## config.mk

```make
export PLATFORM = sky130hd
export DESIGN_NAME = zxuno_register_initiator
export DESIGN_NICKNAME = d
export VERILOG_FILES = /design/src/rtl/zxuno_register_initiator.sv
export SDC_FILE = /design/constraint.sdc
export NUM_CORES = 1
export LEC_CHECK = 0
export CAP_MARGIN = 20
export CORE_MARGIN = 2
export CORE_UTILIZATION = 41
export CTS_BUF_LIST = sky130_fd_sc_hd__clkbuf_4
export DETAILED_ROUTE_END_ITERATION = 8
export PLACE_DENSITY = 0.81
export SETUP_SLACK_MARGIN = 0.3
export SYNTH_ARGS = -nofsm -noshare
export SYNTH_HDL_FRONTEND = slang
export SYNTH_SLANG_ARGS = --single-unit
export TNS_END_PERCENT = 30
```

## constraint.sdc

```tcl
create_clock -name clk -period 1.9 [get_ports clk]
set_clock_uncertainty 0.15 [all_clocks]
set_input_delay 0.285 -clock clk [delete_from_list [all_inputs] [get_ports clk]]
set_output_delay 0.285 -clock clk [all_outputs]
set_load 0.01 [all_outputs]
```

## src/rtl/zxuno_register_initiator.sv

```systemverilog
// rtl/zxuno_register_initiator.sv - Z80 I/O bridge to the ZX-Uno register bank (address/data port pair)
// Optional build macro: ZXUNO_ADDR_AUTOINC_EN (register address auto-increments after each data access)
module zxuno_register_initiator #(
  parameter logic [15:0] ADDRPORT = 16'hFC3B,
  parameter logic [15:0] DATAPORT = 16'hFD3B
) (
  input  logic        clk,
  input  logic        rst_n,
  input  logic [15:0] a,
  input  logic        iorq_n,
  input  logic        rd_n,
  input  logic        wr_n,
  input  logic        m1_n,
  input  logic [7:0]  cpu_din,
  output logic [7:0]  cpu_dout,
  output logic        cpu_oe_n,
  output logic [7:0]  zxuno_addr,
  output logic        zxuno_regrd,
  output logic        zxuno_regwr,
  output logic [7:0]  zxuno_wdata,
  input  logic [7:0]  reg_din,
  input  logic        reg_oe_n
);

  typedef enum logic [2:0] {
    IDLE,
    ADDR_WR,
    DATA_WR,
    DATA_RD,
    WAIT_RELEASE
  } state_t;

  state_t state;

  logic dec_addr;
  logic dec_data;
  logic bus_sel;
  logic strb;
  logic rd_ok;

  assign dec_addr = (a == ADDRPORT);
  assign dec_data = (a == DATAPORT);
  assign bus_sel  = !iorq_n && m1_n && (dec_addr || dec_data);
  assign strb     = bus_sel && (rd_n ^ wr_n);
  assign rd_ok    = bus_sel && !rd_n && wr_n;

  // Port and direction travel with the strobe so the FSM sees a coherent snapshot.
  logic [2:0] sync1;
  logic [2:0] sync2;
  logic       s_strb;
  logic       s_data;
  logic       s_wr;

  assign s_strb = sync2[2];
  assign s_data = sync2[1];
  assign s_wr   = sync2[0];

  // armed stays low until the synchronizer holds real bus samples after reset,
  // so an access still in flight at reset release cannot look released.
  logic [1:0] armed;

`ifdef ZXUNO_ADDR_AUTOINC_EN
  logic from_wr;
`endif

  always_ff @(posedge clk or negedge rst_n) begin
    if (!rst_n) begin
      sync1       <= 3'b000;
      sync2       <= 3'b000;
      armed       <= 2'b00;
      state       <= WAIT_RELEASE;
      zxuno_addr  <= 8'h00;
      zxuno_wdata <= 8'h00;
      zxuno_regrd <= 1'b0;
      zxuno_regwr <= 1'b0;
`ifdef ZXUNO_ADDR_AUTOINC_EN
      from_wr     <= 1'b0;
`endif
    end else begin
      sync1 <= {strb, dec_data, !wr_n};
      sync2 <= sync1;
      armed <= {armed[0], 1'b1};
      case (state)
        IDLE: begin
          if (s_strb) begin
            if (s_wr && !s_data) begin
              zxuno_addr <= cpu_din;
              state      <= ADDR_WR;
            end else if (s_wr && s_data) begin
              zxuno_wdata <= cpu_din;
              zxuno_regwr <= 1'b1;
              state       <= DATA_WR;
            end else if (s_data) begin
              zxuno_regrd <= 1'b1;
              state       <= DATA_RD;
            end
          end
        end
        ADDR_WR: begin
          state <= WAIT_RELEASE;
        end
        DATA_WR: begin
          zxuno_regwr <= 1'b0;
`ifdef ZXUNO_ADDR_AUTOINC_EN
          from_wr     <= 1'b1;
`endif
          state       <= WAIT_RELEASE;
        end
        DATA_RD: begin
          if (!s_strb) begin
            zxuno_regrd <= 1'b0;
`ifdef ZXUNO_ADDR_AUTOINC_EN
            zxuno_addr  <= zxuno_addr + 8'd1;
`endif
            state       <= IDLE;
          end
        end
        WAIT_RELEASE: begin
          if (armed[1] && !s_strb) begin
`ifdef ZXUNO_ADDR_AUTOINC_EN
            if (from_wr) zxuno_addr <= zxuno_addr + 8'd1;
            from_wr <= 1'b0;
`endif
            state <= IDLE;
          end
        end
        default: state <= WAIT_RELEASE;
      endcase
    end
  end

  // Read data must be on the bus within the same Z80 cycle, hence no synchronizer here.
  always_comb begin
    cpu_oe_n = 1'b1;
    cpu_dout = 8'h00;
    if (rd_ok && dec_addr) begin
      cpu_oe_n = 1'b0;
      cpu_dout = zxuno_addr;
    end else if (rd_ok && dec_data && !reg_oe_n) begin
      cpu_oe_n = 1'b0;
      cpu_dout = reg_din;
    end
  end

endmodule

```

==> results of run 1 <==
## power by group
part | total (W) | switching (W) | internal (W)
sequential | 0.000638 | 0.00000870 | 0.000630
combinational | 0.000180 | 0.0000715 | 0.000109
clock | 0.000356 | 0.000201 | 0.000155
## critical path: cells and delay by family
kind,cells,cell delay [ns]
buffers and inverters,3,0.40
AND/OR/NAND/NOR,3,0.92
## metal layers
metal  vias to the layer above  track usage, %  part of all wire (%)
met2                        39           43.92                    54
met1                       625           30.05                    40
met4                         0           5.590                  0.29
li1                        577               -                     -
met3                         2           8.824                   5.9
met5                         -               0                     0
## cells in the final DEF (no fill, tap or decap), types with 2 or more instances in the layout
cell type | synthesis | routed
buf_16 | 0 | 2
nor2_1 | 2 | 2
nand2_1 | 5 | 4
clkbuf_4 | 0 | 6
nand2b_1 | 2 | 2
dlygate4sd2_1 | 0 | 26
nand4b_1 | 2 | 2
buf_12 | 0 | 3
nor3_4 | 0 | 2
clkbuf_2 | 0 | 2
buf_4 | 1 | 14
buf_2 | 0 | 15
inv_1 | 2 | 2
nor3_2 | 8 | 6
clkinv_2 | 0 | 2
clkdlybuf4s50_1 | 0 | 19
mux2_4 | 0 | 16
dfrtp_1 | 28 | 27
a21oi_1 | 11 | 11
nand3b_1 | 2 | 2
buf_6 | 1 | 5
nor2b_1 | 11 | 9
nor2b_2 | 0 | 2
## state kept, by name, indices dropped and copies added (netlist names)
register     cells
zxuno_wdata      8
armed            2
sync1            3
sync2            3
state            3
zxuno_regwr      1
zxuno_regrd      1
zxuno_addr       8
## logic make-up after synthesis
| kind of cell | after synthesis |
|---|---|
| xor gates and xnor gates | 1 |
| DFF | 29 |
| muxes | 16 |
| AOI/OAI and AO/OA | 16 |
| and+or+nand+nor | 42 |
| other | 1 |
| buffers and inverters | 6 |
## through the flow
step,util [%],setup slack (ns),hold WS (ns)
3_3_place_gp,70.45,-0.8748,0.1832
5_1_grt,76.38,-0.1813,0.2006
3_5_place_dp,70.45,-0.8950,0.1978
2_1_floorplan,-,0.1009,-0.1606
4_1_cts,75.81,-0.1061,0.1916
6_report,76.38,-0.1443,0.1897
## what timing repair did
item                                    in CTS  in global routing
resized for setup                          125                  9
buffers inserted                             5                  0
pin swaps                                   16                  8
endpoints found under the setup margin      44                 25
gates cloned                                 2                  0
endpoints found under the hold margin        0                  0
## worst max-delay path by stage
stage,startpoint,to,slack (ns),cells after the start
after global routing,a[9],cpu_dout[2],-0.18,6
after detailed placement,rd_n,cpu_dout[2],-0.89,6
final,a[9],cpu_dout[4],-0.14,6
after floorplan,rd_n,cpu_dout[0],0.10,4
after global placement,rd_n,cpu_dout[4],-0.87,6
after CTS,a[7],cpu_dout[3],-0.11,6
## cell type report
class                      count  area (sq um)  area share (%)
tap                           44         55.05           2.342
timing repair buffer          87         789.5           33.58
sequential                    29         728.2           30.97
clock buffer                   6         45.04           1.916
multi-input combinational     76         715.7           30.44
clock inverter                 2         10.01          0.4258
inverter                       2         7.507          0.3193
==> out/results.txt, run 1 <==
Filler Cell Count: 205
multiplexer fraction of the synthesized cell area: 13.40%
main combinational cell family by area after synthesis: simple AND/OR/NAND/NOR gates
leakage power: 1.157 nW
final setup margin: -0.1443 ns
global placement routability congestion: 0.7761
number of clock sinks: 29
violated checks: negative setup slack
simple-gate share of the synthesized area: 22.42%
post-synthesis share of cell area spent on xor and xnor gates: 0.6512%
vias in the first global route: 1329
Post-Synthesis Cell Area: 0.001345 sq mm
number of CTS-inserted buffers: 5
Crit path largest cell delay: 0.56 ns
max-slew violation count: 0
fraction of the mapped netlist area in compound gates: 6.698%
endpoint kind of the worst setup timing path: primary output
Final HPWL DP: 2752 um
depth of the most critical reg-to-reg path: 4
Total Routing Usage GR: 25.22%
path category of the worst min-delay check: input pin to asynchronous set/reset pin
number of register bits inferred by synthesis: 29
max_cap viols: 0
total of warnings raised by yosys: 0
Antenna Cells: 0
async set-reset flop share out of synthesis: 100.0%
pin count of the biggest net entering global routing: 30
Fin Setup TNS: -1.013 ns
most frequently used flop master after synthesis: dfrtp_1
Starting DRT DRC Count: 46
height of the die: 61.28 um
sequential cell area fraction in the yosys report: 54.05%
post-synthesis cell type count: 32
total congestion overflow after global routing: 0
number of antenna violations at the first check in global routing: 0
power density normalized to cell area: 499.7 mW/mm^2
number of enable flip-flop cells after synthesis: 0
htree depth: 2
R2R Path Start: state[0]
status: complete, but fails checks
total die area: 0.003755 sq mm
data arrival time at the worst-slack endpoint: 1.61 ns
hold violation count in the final report: 0
maximum fanout count along the critical path: 8
Hold-fix buffers, CTS: 0
clock buffer depth: 2
VDD IR max: 0.3266 mV
critical setup path kind: input pin to primary output
placed cell area: 0.002168 sq mm
minimum period implied by the final worst setup slack: 2.044 ns
clock tree from TritonCTS: yes
detailed-route wire length per cell: 16.97 um
Syn Nets: 150
total power of the final layout: 0.001175 W
area share of the largest cell type after synthesis: 52.09%
setup repair after global routing missed its margin: yes
sum of routed wire length over all layers: 4174 um
startpoint kind of the worst setup timing path: input pin
Starting Density: 43.70%
final cell count without fillers: 246
cell with the biggest individual delay on the critical path: or4_4
syn avg cell area: 12.12 sq um
core region area: 0.003078 sq mm
clock network latency to the later pin of the worst-skew pair: 0.31 ns
Std-Cell Rows: 20
total vias in the final route: 1243
Reg-to-Reg End: zxuno_wdata[5]
fraction of final layout cells sized beyond drive strength 1: 41.58%
synthesized-area fraction occupied by adder cells: 0%
portion of the clock cycle consumed by the worst path in the final layout: 107.6%
root buffer selected by CTS: clkbuf_4
Placed Cells incl. Taps: 231
most frequent cells after synthesis: 28 x dfrtp_1, 16 x mux2_1, 11 x a21oi_1, 11 x nor2b_1, 8 x nor3_2
critical path, cell by cell: buf_6, nand4b_1, or4_4, buf_12, nor3_4, buf_2
library cell occupying the most area in the post-synthesis netlist: dfrtp_1
required time at the endpoint of the critical path: 1.46 ns
die outline width: 61.28 um
average via count per standard cell: 5.053
Final Net Count: 240
relative area change from synthesis to final layout: 74.79%
timing-limited maximum frequency: 489.2 MHz
number of design rule violations left after detail routing: 0
final setup fails: 8
first-pass GRT wire length: 6637 um
ranking of synthesized cells by area: dfrtp_1 52%, mux2_1 13%, nor3_2 6.0%, nor2b_1 5.1%, a21oi_1 4.1%
top-count cell post-synth: dfrtp_1
Antenna Violating Nets Remaining: 0
1st-pass router iterations: 4
post-route cell area: 0.002351 sq mm
Top Ports: 66
# port buffers: 65
clock-pin slew on the worst setup and hold paths: 0.09 ns
worst-case register-to-register setup slack: 0.20 ns
cells after synthesis: 111
(Power assumes the default switching activity.)
==> run 2: changes to the inputs <==
Clock period 1.9 ns to 2 ns, I/O delays scaled along.
==> run 2 against run 1 <==
Critical path depth unchanged. Combinational power down 9%. First-iteration DRC count down 30%. The run still ends with negative setup slack left. Sequential share of layout area up 0.15 points. Core utilization down 0.37 points. Final area down 0.48%. Cell count down 0.81%. Die area unchanged. Highest routed layer unchanged. Via count up 1.7%. Non-clock buffer count down 2. Worst setup slack better by 0.055 ns.
==> out/results.txt, run 2 (synthesis results as in run 1) <==
status: complete, but fails checks
violated checks: negative setup slack
vias in the first global route: 1322 (-0.53%)
startpoint kind of the worst setup timing path: input pin
biggest registers after layout: zxuno_addr: 8 flops, zxuno_wdata: 8 flops
power density normalized to cell area: 530.2 mW/mm^2 (+6.1%)
final setup fails: 8 (unchanged)
number of antenna violations at the first check in global routing: 0 (unchanged)
# port buffers: 65 (unchanged)
fraction of final layout cells sized beyond drive strength 1: 36.00% (-5.6 points)
number of CTS-inserted buffers: 5 (unchanged)
critical setup path kind: input pin to primary output
clock network latency to the later pin of the worst-skew pair: 0.33 ns (+0.02 ns)
Crit path largest cell delay: 0.55 ns (about the same)
relative area change from synthesis to final layout: 73.95%
VDD IR max: 0.4041 mV (+24%)
total power of the final layout: 0.001241 W (+5.6%)
max-slew violation count: 0 (unchanged)
cell with the biggest individual delay on the critical path: or4_4
leakage power: 1.226 nW (+6.0%)
Final Net Count: 238 (-0.83%)
portion of the clock cycle consumed by the worst path in the final layout: 104.5%
Worst path depth: 6 (unchanged)
1st-pass router iterations: 4 (unchanged)
Final HPWL DP: 2778 um (+0.97%)
clock-pin slew on the worst setup and hold paths: 0.11 ns (+0.02 ns)
Hold-fix buffers, CTS: 0 (unchanged)
timing-limited maximum frequency: 478.5 MHz
critical path, cell by cell: buf_6, nand4bb_1, or4_4, buf_12, nor3_4, buf_2
core region area: 0.003078 sq mm (unchanged)
clock tree from TritonCTS: yes
setup repair after global routing missed its margin: yes
endpoint kind of the worst setup timing path: primary output
Antenna Violating Nets Remaining: 0 (unchanged)
total congestion overflow after global routing: 0 (unchanged)
sum of routed wire length over all layers: 4186 um (+0.29%)
maximum fanout count along the critical path: 8 (unchanged)
Antenna Cells: 0 (unchanged)
number of clock sinks: 29 (unchanged)
first-pass GRT wire length: 6223 um (-6.2%)
buffers plus inverters on the worst setup path: 3 (unchanged)
root buffer selected by CTS: clkbuf_4
htree depth: 2 (unchanged)
minimum period implied by the final worst setup slack: 2.090 ns
commonest non-fill, non-tap cell in the layout: dfrtp_1
data arrival time at the worst-slack endpoint: 1.64 ns (+0.03 ns)
Total Routing Usage GR: 23.64% (-1.6 points)
final setup margin: -0.08971 ns (+0.05464 ns)
required time at the endpoint of the critical path: 1.55 ns (+0.09 ns)
detailed-route wire length per cell: 17.16 um (+1.1%)
Std-Cell Rows: 20 (unchanged)
Top Ports: 66 (unchanged)
depth of the most critical reg-to-reg path: 4 (unchanged)
path category of the worst min-delay check: input pin to asynchronous set/reset pin
hold violation count in the final report: 0 (unchanged)
die outline width: 61.28 um (unchanged)
average via count per standard cell: 5.180 (+2.5%)
Fin Setup TNS: -0.3370 ns (+0.6759 ns)
highest-count cells in the layout ignoring fill and taps: 27 x dfrtp_1, 20 x clkdlybuf4s50_1, 14 x buf_4, 13 x dlygate4sd2_1, 13 x buf_2
max_cap viols: 0 (unchanged)
pin count of the biggest net entering global routing: 30 (unchanged)
global placement routability congestion: 0.7851 (+1.2%)
Starting DRT DRC Count: 32 (-30%)
total vias in the final route: 1264 (+1.7%)
total die area: 0.003755 sq mm (unchanged)
clock buffer depth: 2 (unchanged)
Starting Density: 43.70% (unchanged)
cell type group with the largest total delay on the critical path: simple AND/OR/NAND/NOR gates
number of design rule violations left after detail routing: 0 (unchanged)
height of the die: 61.28 um (unchanged)
-- run 2: path summary, 6_finish.rpt --
check,start,endpoint,slack [ns]
setup / recovery,a[2],cpu_dout[0],-0.09
hold / removal,rst_n,zxuno_regwr,0.18
setup reg to reg,state[0],zxuno_wdata[0],0.32
hold reg to reg,sync1[0],sync2[0],0.20
max in group asynchronous,rst_n,state[0],1.20
min in group clk,sync1[0],sync2[0],0.20
-- run 2: cell type report --
cell class | count | area, sq um
Inverter | 2 | 7.507
Tap cell | 44 | 55.05
Clock inverter | 3 | 41.29
Timing Repair Buffer | 85 | 790.8
Sequential cell | 29 | 728.2
Clock buffer | 5 | 37.54
Fill cell | 222 | 738.2
Multi-Input combinational cell | 76 | 679.4
-- run 2: worst register-to-register path, stage by stage, from the launching register on --
cell and delay, ns:
dfrtp_2 0.45, nor4b_4 0.28, and3_4 0.25, buf_8 0.14
mux2_4 0.31
-- run 2: report_power, final --
part	switching (W)	leakage, nW	internal (W)
Sequential	0.00000760	0.372	0.000598
Clock	0.000212	0.0389	0.000259
Combinational	0.0000675	0.815	0.0000966
Total	0.000287	1.23	0.000954
-- run 2: what timing repair did --
| action | CTS | global route |
|---|---|---|
| pin swaps | 17 | 8 |
| gates resized for setup | 109 | 22 |
| endpoints found under the setup margin | 27 | 34 |
| buffers inserted | 4 | 1 |
| cloned | 1 | 1 |
-- run 2: metrics by stage --
step	worst slack (ns)	utilization, %	hold slack, ns	std cells	instance area (sq um)
floorplan	0.1709	-	-0.1456	111	1351
CTS	-0.08119	74.11	0.1891	242	2281
global placement	-0.8156	69.55	0.1839	229	2141
finish	-0.08971	76.02	0.1828	244	2340
detailed placement	-0.8906	69.55	0.1905	229	2141
global route	-0.1347	76.02	0.1983	244	2340
-- run 2: routing by layer --
layer  up-vias  track usage (%)  part of all wire, %
met3         9            6.723                  5.8
met5         -                0                    0
li1        565                -                    -
met2        46            40.58                   54
met4         0            10.87                  2.0
met1       644            27.27                   38
==> run 3: changes to the inputs <==
Settings changed: CELL_PAD_IN_SITES_DETAIL_PLACEMENT set to 1, CELL_PAD_IN_SITES_GLOBAL_PLACEMENT set to 1, CORE_UTILIZATION 41 to 31, PLACE_DENSITY 0.81 to not set, PLACE_DENSITY_LB_ADDON set to 0.1.
==> run 3 against run 2 <==
Global-route usage shrank 3.2 points. Largest cell class unchanged. Sequential power barely moved. Sequential share of layout area decreased by 0.13 points. Non-clock buffer count is 2 higher. Core utilization fell by 19 points. Cell count increased by 3.3%. Register-to-register slack worse by 0.07 ns. The flow still finishes with violations (negative setup slack). Clock power shrank 25%. Via count shrank 2.5%. Critical path depth unchanged. Critical endpoint is now cpu_dout[6]. Die area increased by 30%.
==> out/results.txt, run 3 (synthesis results as in run 1) <==
number of clock sinks: 29 (unchanged)
minimum period implied by the final worst setup slack: 2.095 ns (+0.005647 ns)
startpoint kind of the worst setup timing path: input pin
vias in the first global route: 1458 (+10%)
critical path, cell by cell: clkdlybuf4s15_1, nand4bb_1, or4_4, buf_12, nor3_4, buf_2
number of antenna violations at the first check in global routing: 0 (unchanged)
clock network latency to the later pin of the worst-skew pair: 0.34 ns (about the same)
endpoint kind of the worst setup timing path: primary output
cell with the biggest individual delay on the critical path: or4_4
R2R Path Start: state[1]
height of the die: 69.87 um (+14%)
first-pass GRT wire length: 7555 um (+21%)
relative area change from synthesis to final layout: 74.70%
max_cap viols: 0 (unchanged)
critical setup path kind: input pin to primary output
# port buffers: 65 (unchanged)
Antenna Violating Nets Remaining: 0 (unchanged)
number of design rule violations left after detail routing: 0 (unchanged)
Reg-to-Reg End: zxuno_wdata[2]
Top Ports: 66 (unchanged)
clock buffer depth: 2 (unchanged)
depth of the most critical reg-to-reg path: 4 (unchanged)
path category of the worst min-delay check: input pin to asynchronous set/reset pin
leakage power: 1.176 nW (-4.1%)
total die area: 0.004882 sq mm (+30%)
Filler Cell Count: 437 (+97%)
final hold slack: 0.1808 ns (-0.002002 ns)
violated checks: negative setup slack
Total Routing Usage GR: 20.47% (-3.2 points)
core region area: 0.004086 sq mm (+33%)
post-route core utilization: 57.50% (-19 points)
commonest non-fill, non-tap cell in the layout: dfrtp_1
sum of routed wire length over all layers: 4579 um (+9.4%)
Std-Cell Rows: 23 (+15%)
setup repair after global routing missed its margin: yes
Final HPWL DP: 3159 um (+14%)
VDD IR max: 0.2826 mV (-30%)
critical path endpoint: cpu_dout[6]
Starting Density: 32.91% (-11 points)
detailed-route wire length per cell: 18.17 um (+5.9%)
Fin Setup TNS: -0.5656 ns (-0.2286 ns)
maximum fanout count along the critical path: 8 (unchanged)
worst-case register-to-register setup slack: 0.25 ns (-0.07 ns)
data arrival time at the worst-slack endpoint: 1.65 ns (about the same)
total congestion overflow after global routing: 0 (unchanged)
total power of the final layout: 0.001127 W (-9.2%)
final setup margin: -0.09535 ns (-0.005647 ns)
Final Net Count: 240 (+0.84%)
fraction of final layout cells sized beyond drive strength 1: 36.63% (+0.63 points)
status: complete, but fails checks
power density normalized to cell area: 479.5 mW/mm^2 (-9.6%)
required time at the endpoint of the critical path: 1.55 ns (about the same)
number of CTS-inserted buffers: 5 (unchanged)
Crit path largest cell delay: 0.53 ns (-0.02 ns)
timing-limited maximum frequency: 477.2 MHz (-0.27%)
final cell count without fillers: 252 (+3.3%)
Antenna Cells: 0 (unchanged)
die outline width: 69.87 um (+14%)
first element of the critical path: a[3]
1st-pass router iterations: 3 (-1)
clock tree from TritonCTS: yes
htree depth: 2 (unchanged)
clock-pin slew on the worst setup and hold paths: 0.10 ns (about the same)
biggest registers after layout: zxuno_addr: 8 flops, zxuno_wdata: 8 flops
max-slew violation count: 0 (unchanged)
highest-count cells in the layout ignoring fill and taps: 27 x dfrtp_1, 21 x dlygate4sd2_1, 18 x clkdlybuf4s50_1, 15 x buf_4, 15 x buf_2
Starting DRT DRC Count: 33 (+3.1%)
global placement routability congestion: 0.7027 (-10%)
portion of the clock cycle consumed by the worst path in the final layout: 104.8% (+0.28 points)
root buffer selected by CTS: clkbuf_4
hold violation count in the final report: 0 (unchanged)
pin count of the biggest net entering global routing: 30 (unchanged)
final setup fails: 8 (unchanged)
Placed Cells incl. Taps: 234 (+2.2%)
average via count per standard cell: 4.889 (-5.6%)
total vias in the final route: 1232 (-2.5%)
[run 3: through the flow]
stage               setup slack (ns)  area, sq um
CTS                         -0.07428         2301
floorplan                     0.1709         1351
global placement             -0.8453         2141
detailed placement           -0.8578         2141
global route                 -0.1439         2350
finish                      -0.09535         2350
[run 3: worst min-delay path by stage]
stage,cells past startpoint,endpoint,startpoint,slack (ns)
6_report,2,zxuno_wdata[6],rst_n,0.18
5_1_grt,2,zxuno_addr[6],rst_n,0.20
4_1_cts,2,zxuno_addr[6],rst_n,0.18
3_5_place_dp,0,sync2[1],sync1[1],0.19
3_3_place_gp,0,armed[1],armed[0],0.18
2_1_floorplan,0,armed[0],rst_n,-0.15
[run 3: routing by layer]
metal / up-vias / part of all wire [%] / track usage (%)
met3: 9 / 5.7 / 7.792
met4: 0 / 1.5 / 5.769
met5: - / 0 / 0
met1: 620 / 35 / 19.62
met2: 32 / 58 / 40.00
li1: 571 / - / -
[run 3: power by group]
part	leakage (nW)	internal [W]	switching (W)
Sequential	0.372	0.000598	0.00000765
Combinational	0.773	0.0000989	0.0000702
Clock	0.0310	0.000132	0.000220
[run 3: timing repair]
action                     4_1_cts  5_1_grt
gates cloned                     3        0
setup buffers                    6        1
hold buffers                     0        0
gates resized for setup        126        9
pin swaps                       18        7
setup endpoints to repair       41       20
[run 3: critical path, delay by kind of cell]
| family | cells | cell delay [ns] |
|---|---|---|
| buffers and inverters | 3 | 0.51 |
| and+or+nand+nor | 3 | 0.83 |
[run 3: layout make-up]
type,instances,area (sq um),share of cell area (%)
timing repair buffer,87,790.8,33.65
multi-input combinational,76,705.7,30.03
inverter,2,7.507,0.3195
clock buffer,5,37.54,1.597
tap,50,62.56,2.662
clock inverter,3,17.52,0.7455
sequential,29,728.2,30.99
